[config.mk]
export PLATFORM = sky130hd
export DESIGN_NAME = result_bcd_conv
export DESIGN_NICKNAME = d
export VERILOG_FILES = /design/src/rtl/result_bcd_conv.sv
export SDC_FILE = /design/constraint.sdc
export NUM_CORES = 1
export LEC_CHECK = 0
export CAP_MARGIN = 20
export CORE_MARGIN = 1
export CORE_UTILIZATION = 30
export DETAILED_ROUTE_END_ITERATION = 10
export REMOVE_ABC_BUFFERS = 1
export SYNTH_ARGS = -nofsm -noshare
export SYNTH_HDL_FRONTEND = slang
export SYNTH_SLANG_ARGS = --single-unit
[constraint.sdc]
create_clock -name clk_i -period 4.2 [get_ports clk_i]
set_input_delay 0.63 -clock clk_i [delete_from_list [all_inputs] [get_ports clk_i]]
set_output_delay 0.63 -clock clk_i [all_outputs]
set_load 0.01 [all_outputs]
[src/rtl/result_bcd_conv.sv]
// Purpose: sequential binary-to-BCD converter (shift-and-add-3) for the calculator result path.
// Latency: 2*width clocks from the accepting start edge to done_o; one bit per clock.
// Backpressure: start_i is only sampled while idle; requests during a conversion are dropped.
module result_bcd_conv #(
    parameter int width  = 8,
    parameter int digits = 5
) (
    input  logic                  clk_i,
    input  logic                  rst_ni,
    input  logic                  start_i,
    input  logic [2*width-1:0]    bin_i,
    output logic                  busy_o,
    output logic                  done_o,
    output logic [4*digits-1:0]   bcd_o
);

    localparam int BW = 2 * width;
    localparam int DW = 4 * digits;
    localparam int CW = $clog2(BW + 1);

    typedef enum logic {
        IDLE = 1'b0,
        CONV = 1'b1
    } state_t;

    state_t          state_q, state_d;
    logic [BW-1:0]   shift_q, shift_d;
    logic [DW-1:0]   scratch_q, scratch_d;
    logic [CW-1:0]   cnt_q, cnt_d;
    logic [DW-1:0]   bcd_q, bcd_d;
    logic            done_q, done_d;

    logic [DW-1:0]   adj;
    logic [DW-1:0]   shifted;

    // Per-nibble add-3 correction followed by the one-bit left shift of the scratch.
    always_comb begin
        adj = scratch_q;
        for (int i = 0; i < digits; i++) begin
            if (scratch_q[4*i +: 4] >= 4'd5) begin
                adj[4*i +: 4] = scratch_q[4*i +: 4] + 4'd3;
            end
        end
        shifted = {adj[DW-2:0], shift_q[BW-1]};
    end

    // Next-state logic: accept a request in IDLE, iterate in CONV, publish on the last bit.
    always_comb begin
        state_d   = state_q;
        shift_d   = shift_q;
        scratch_d = scratch_q;
        cnt_d     = cnt_q;
        bcd_d     = bcd_q;
        done_d    = 1'b0;
        case (state_q)
            IDLE: begin
                if (start_i) begin
                    shift_d   = bin_i;
                    scratch_d = '0;
                    cnt_d     = CW'(BW);
                    state_d   = CONV;
                end
            end
            CONV: begin
                scratch_d = shifted;
                shift_d   = {shift_q[BW-2:0], 1'b0};
                cnt_d     = cnt_q - CW'(1);
                if (cnt_q == CW'(1)) begin
                    // Final iteration: the shifted scratch is the finished result.
                    bcd_d   = shifted;
                    done_d  = 1'b1;
                    state_d = IDLE;
                end
            end
            default: state_d = IDLE;
        endcase
    end

    // State and datapath registers; reset discards any conversion in flight.
    always_ff @(posedge clk_i or negedge rst_ni) begin
        if (!rst_ni) begin
            state_q   <= IDLE;
            shift_q   <= '0;
            scratch_q <= '0;
            cnt_q     <= '0;
            bcd_q     <= '0;
            done_q    <= 1'b0;
        end else begin
            state_q   <= state_d;
            shift_q   <= shift_d;
            scratch_q <= scratch_d;
            cnt_q     <= cnt_d;
            bcd_q     <= bcd_d;
            done_q    <= done_d;
        end
    end

    // Outputs come straight from flops: busy is the CONV state, never overlapping the done pulse.
    assign busy_o = (state_q == CONV);
    assign done_o = done_q;
    assign bcd_o  = bcd_q;

endmodule

==> metrics.csv, run 1 <==
metric,value,unit
outcome,"finished, final reports clean",
TritonRoute pass-1 iters,4,
Slew headroom,33.4,%
setup TNS,0,ns
sequential area share after synthesis,50.3,%
"delay-heaviest family, CP",flip-flops,
antenna cells,0,
"Reg clk slew, reported paths",0.08,ns
R2R Setup Slk,2.21,ns
CP Cell Sequence,clkdlybuf4s50_1,
Die H,104,um
htree depth,3,
worst clock skew,0.0121,ns
Synth cell types,29,
initial antenna violation count,0,
Final Hold Viols,0,
routed wire length per instance,12.7,um
hold_buf cts,0,
Peak VDD IR,0.312,mV
max-slew violation count,0,
Rows,36,
worst hold slack,0.217,ns
Fmax achieved,430,MHz
first-pass GRT wire length,10.2,mm
area grow syn2layout,22.5,%
clk_lat worst skew,0.34,ns
Hold/Removal Path Class,in -> async,
Lkg Pwr,0.00177,uW
crit start category,register,
worst-margin pin slew,0.999,ns
vias per cell,4.48,
max-cap violations,0,
Worst Path Arrival,1.70,ns
Post-Syn Area,3130,um2
final antenna-violating net count,0,
TritonCTS buffer count,9,
Remaining DRCs,0,
RSZ-0062 raised after global routing,false,
number of synthesized register bits,63,
HPWL Detailed,3.81,mm
placer's final routability congestion estimate,0.734,
gr ovfl total,0,
final core utilization,38.6,%
number of global-route vias before repair,2126,
die width,104,um
WL final,5.81,mm
worst path bufs/invs,1,
Core Area,9950,um2
critical path class,reg -> out,
Pwr per Cell Area,728,nW/um2
clock sink count,63,
worst r2r path cells,3,
crit path time final,2.33,ns
die area,10900,um2
Root Driver,clkbuf_8,
synthesized area per cell,11.1,um2
Worst path slowest cell,dfrtp_2,
"Power, Total",2800,uW
required time of the critical path,3.57,ns
post-CTS setup buffers,0,
Placed Area,3620,um2
# setup viols final,0,
crit-path max FO,28,
Synth Instances,282,
Final Cell Area,3840,um2
# resized after CTS,0,
IO Pins,41,
Initial Utilization,31.5,%
pin count of the biggest net entering global routing,49,
port buffer count,40,
DR iter-0 viols,49,
CTS tree,done,
via count,2055,
CP endpoint kind,primary output,
Synth warnings,0,
crit share post-route,55.4,%
worst reg2reg path endpoint,bcd_o[1],
layout cells sized above 1,13.2,%
Longest Clk Path Bufs,2,
GRT Total Usage,11.9,%
Final #Nets,352,
Worst R2R Start,busy_o,
critical path's largest stage delay,0.71,ns
placed cells by master (no fill, tap or decap), drive strengths merged:
master / Yosys / routed
clkinv: 0 / 3
a22o: 1 / 1
nand3: 1 / 1
nor2: 4 / 4
nand4b: 1 / 1
mux2i: 30 / 30
nor3b: 15 / 15
dfrtp: 63 / 63
nand2b: 16 / 16
o21ai: 31 / 31
nor3: 6 / 6
clkinvlp: 0 / 2
clkdlybuf4s50: 0 / 38
xnor2: 5 / 5
clkbuf: 5 / 10
buf: 10 / 4
nand2: 29 / 29
a21oi: 15 / 15
a21o: 9 / 9
ha: 12 / 12
o31ai: 2 / 2
inv: 13 / 14
xor2: 3 / 3
mux2: 11 / 11
bufinv: 0 / 1
state kept, by name, indices dropped and copies added (netlist names):
signal and flops:
cnt_q 5, done_o 1, shift_q 16, bcd_o 20
busy_o 1, scratch_q 20
kinds of logic after synthesis:
kind of cell / Yosys count / share of synthesized area [%]
simple gates: 72 / 12.8
flops: 63 / 50.3
buf+inv: 28 / 4.23
mux: 41 / 14.5
fa+ha+maj: 12 / 4.79
compound gates: 58 / 11.1
xor+xnor: 8 / 2.24
metal layers:
layer | track usage [%] | share of wire, % | vias up
met3 | 4.45 | 3.8 | 9
met1 | 14.6 | 49 | 967
met5 | 0 | 0 | -
met2 | 19.3 | 46 | 34
met4 | 3.67 | 1.3 | 0
li1 | - | - | 1045
worst max-delay path by stage:
stage	startpoint	to	cells past startpoint
2_1_floorplan	busy_o	bcd_o[1]	3
3_3_place_gp	start_i	cnt_q[0]	3
3_5_place_dp	start_i	cnt_q[0]	3
4_1_cts	busy_o	busy_o	1
5_1_grt	busy_o	busy_o	1
6_report	busy_o	busy_o	1
through the flow:
step / instances / worst slack [ns]
after CTS: 458 / 1.84
after floorplan: 267 / 1.46
after global routing: 459 / 1.76
final: 459 / 1.87
after detailed placement: 442 / 2.16
after global placement: 442 / 2.19
layout make-up:
cell class	instances	area, um2
clock buffer	9	124
clock inverter	7	72.6
fill	1001	6120
inverter	13	48.8
multi-input combinational	191	1420
sequential	63	1580
tap	133	166
timing repair buffer	43	425
power breakdown:
part / total [uW] / switching (uW) / internal (uW)
clock: 518 / 244 / 274
combinational: 1180 / 538 / 644
sequential: 1100 / 228 / 868
cells in the mapped netlist:
| library cell | count | area [um2] |
|---|---|---|
| o21ai_1 | 1 | 5.00 |
| buf_12 | 1 | 20.0 |
| nand2b_2 | 1 | 8.76 |
| a21oi_1 | 10 | 50.1 |
| nor2_2 | 1 | 6.26 |
| a21oi_2 | 4 | 35.0 |
| mux2_4 | 8 | 120 |
| nor2_1 | 3 | 11.3 |
| mux2_2 | 3 | 33.8 |
| o21ai_0 | 30 | 150 |
| nand2_1 | 29 | 109 |
| nand4b_4 | 1 | 23.8 |
| dfrtp_1 | 63 | 1580 |
| a21oi_4 | 1 | 16.3 |
| xor2_1 | 3 | 26.3 |
| nor3_1 | 6 | 30.0 |
| a22o_2 | 1 | 10.0 |
| nand3_1 | 1 | 5.00 |
| clkbuf_1 | 5 | 18.8 |
| ha_1 | 12 | 150 |
| a21o_1 | 9 | 67.6 |
| nand2b_1 | 15 | 93.8 |
| inv_1 | 12 | 45.0 |
| nor3b_1 | 15 | 113 |
| o31ai_1 | 2 | 15.0 |
| buf_2 | 9 | 45.0 |
| mux2i_1 | 30 | 300 |
| inv_2 | 1 | 3.75 |
| xnor2_1 | 5 | 43.8 |
(Power assumes the default switching activity.)
==> run 2, diff against run 1 <==
- clock period: 4.2 -> 2 ns (I/O delays scaled with it)
==> metrics.csv, run 2 (same netlist as run 1, synthesis figures left out) <==
metric,value,unit
outcome,"finished, final reports clean",
IO Pins,41,
clk_lat worst skew,0.35,ns
Lkg Pwr,0.00180,uW
DR iter-0 viols,107,
gr ovfl total,0,
required time of the critical path,1.70,ns
Core Area,9950,um2
# setup viols final,0,
final antenna-violating net count,0,
most frequent cells in the layout,"62 x dfrtp_1, 38 x clkdlybuf4s50_1, 30 x mux2i_1, 30 x o21ai_0, 29 x nand2_1",
Hold/Removal Path Class,reg -> reg,
Slew headroom,57.8,%
initial antenna violation count,0,
# resized after CTS,0,
Remaining DRCs,0,
routed wire length per instance,12.6,um
Post-Layout Cell Count,465,
WL final,5.85,mm
Rows,36,
area grow syn2layout,23.6,%
die area,10900,um2
pin count of the biggest net entering global routing,64,
layout cells sized above 1,14.5,%
via count,2085,
CTS tree,done,
Final Hold Viols,0,
TritonRoute pass-1 iters,4,
"Reg clk slew, reported paths",0.08,ns
crit start category,register,
htree depth,3,
worst hold path depth,2,
crit path time final,1.66,ns
number of global-route vias before repair,2069,
Final #Nets,358,
Longest Clk Path Bufs,2,
"delay-heaviest family, CP",buffers and inverters,
die width,104,um
max-cap violations,0,
Root Driver,clkbuf_8,
Initial Utilization,31.5,%
worst clock skew,0.0174,ns
GRT Total Usage,11.9,%
RSZ-0062 raised after global routing,false,
Worst Path Arrival,1.36,ns
clock sink count,63,
crit share post-route,82.8,%
Fmax achieved,604,MHz
Worst path slowest cell,clkdlybuf4s50_1,
Peak VDD IR,0.451,mV
worst r2r path cells,5,
critical path class,reg -> out,
Die H,104,um
antenna cells,0,
CP Cell Sequence,clkdlybuf4s50_1,
"commonest non-fill, non-tap cell in the layout",dfrtp_1,
Pwr per Cell Area,1500,nW/um2
worst-margin pin slew,0.633,ns
HPWL Detailed,3.98,mm
first-pass GRT wire length,10.0,mm
placer's final routability congestion estimate,0.709,
vias per cell,4.48,
Crit path depth,1,
"Power, Total",5830,uW
critical path's largest stage delay,0.57,ns
port buffer count,40,
worst path bufs/invs,1,
final core utilization,38.9,%
crit-path max FO,5,
TritonCTS buffer count,9,
Placed Cells,448,
max-slew violation count,0,
CP endpoint kind,primary output,
==> run 2: per-stage QoR <==
stage | TNS [ns] | cell area (um2) | setup WS, ns | hold slack, ns
finish | 0 | 3870 | 0.345 | 0.480
global route | 0 | 3870 | 0.288 | 0.518
CTS | 0 | 3870 | 0.308 | 0.490
detailed placement | 0 | 3680 | 0.427 | 0.344
global placement | 0 | 3680 | 0.487 | 0.348
floorplan | -10.83 | 3050 | -0.739 | 0.00441
==> run 2: worst paths after layout <==
| kind | start | endpoint | slack [ns] |
|---|---|---|---|
| max in group asynchronous | rst_ni | cnt_q[1] | 1.22 |
| min in group asynchronous | rst_ni | bcd_o[3] | 0.50 |
| worst max register to register | cnt_q[1] | bcd_o[1] | 0.45 |
| worst min register to register | bcd_o[15] | bcd_o[15] | 0.48 |
| worst max-delay path | busy_o | busy_o | 0.34 |
| worst min-delay path | bcd_o[15] | bcd_o[15] | 0.48 |
==> run 2: cell type report <==
class	instances	area, um2
fillers	988	6080
inverters	13	48.8
clock inverters	5	32.5
well taps	133	166
flip-flops and latches	63	1580
multi-input cells	191	1420
repair buffers	49	473
clock buffers	11	151
==> run 2: power breakdown <==
| part | internal, uW | switching [uW] |
|---|---|---|
| sequential | 1820 | 433 |
| combinational | 1370 | 1190 |
| clock | 514 | 498 |
| total | 3710 | 2120 |
==> run 2: repair_timing <==
item	CTS	global route
hold buffers	1	0
setup buffers	0	0
hold endpoints to repair	63	0
endpoints found under the setup margin	0	0
==> run 2: tightest hold or removal path: cells and delay by family, from the launching register on <==
family	cells	cell delay (ns)
AOI/OAI and AO/OA	1	0.06
and+or+nand+nor	1	0.04
DFF	1	0.35
==> run 2: per-layer routing <==
layer	up-vias	part of all wire (%)	GRT usage (%)
li1	1053	-	-
met1	981	47	14.5
met2	44	47	18.8
met3	7	5.1	4.45
met4	0	1.4	4.90
met5	-	0	0
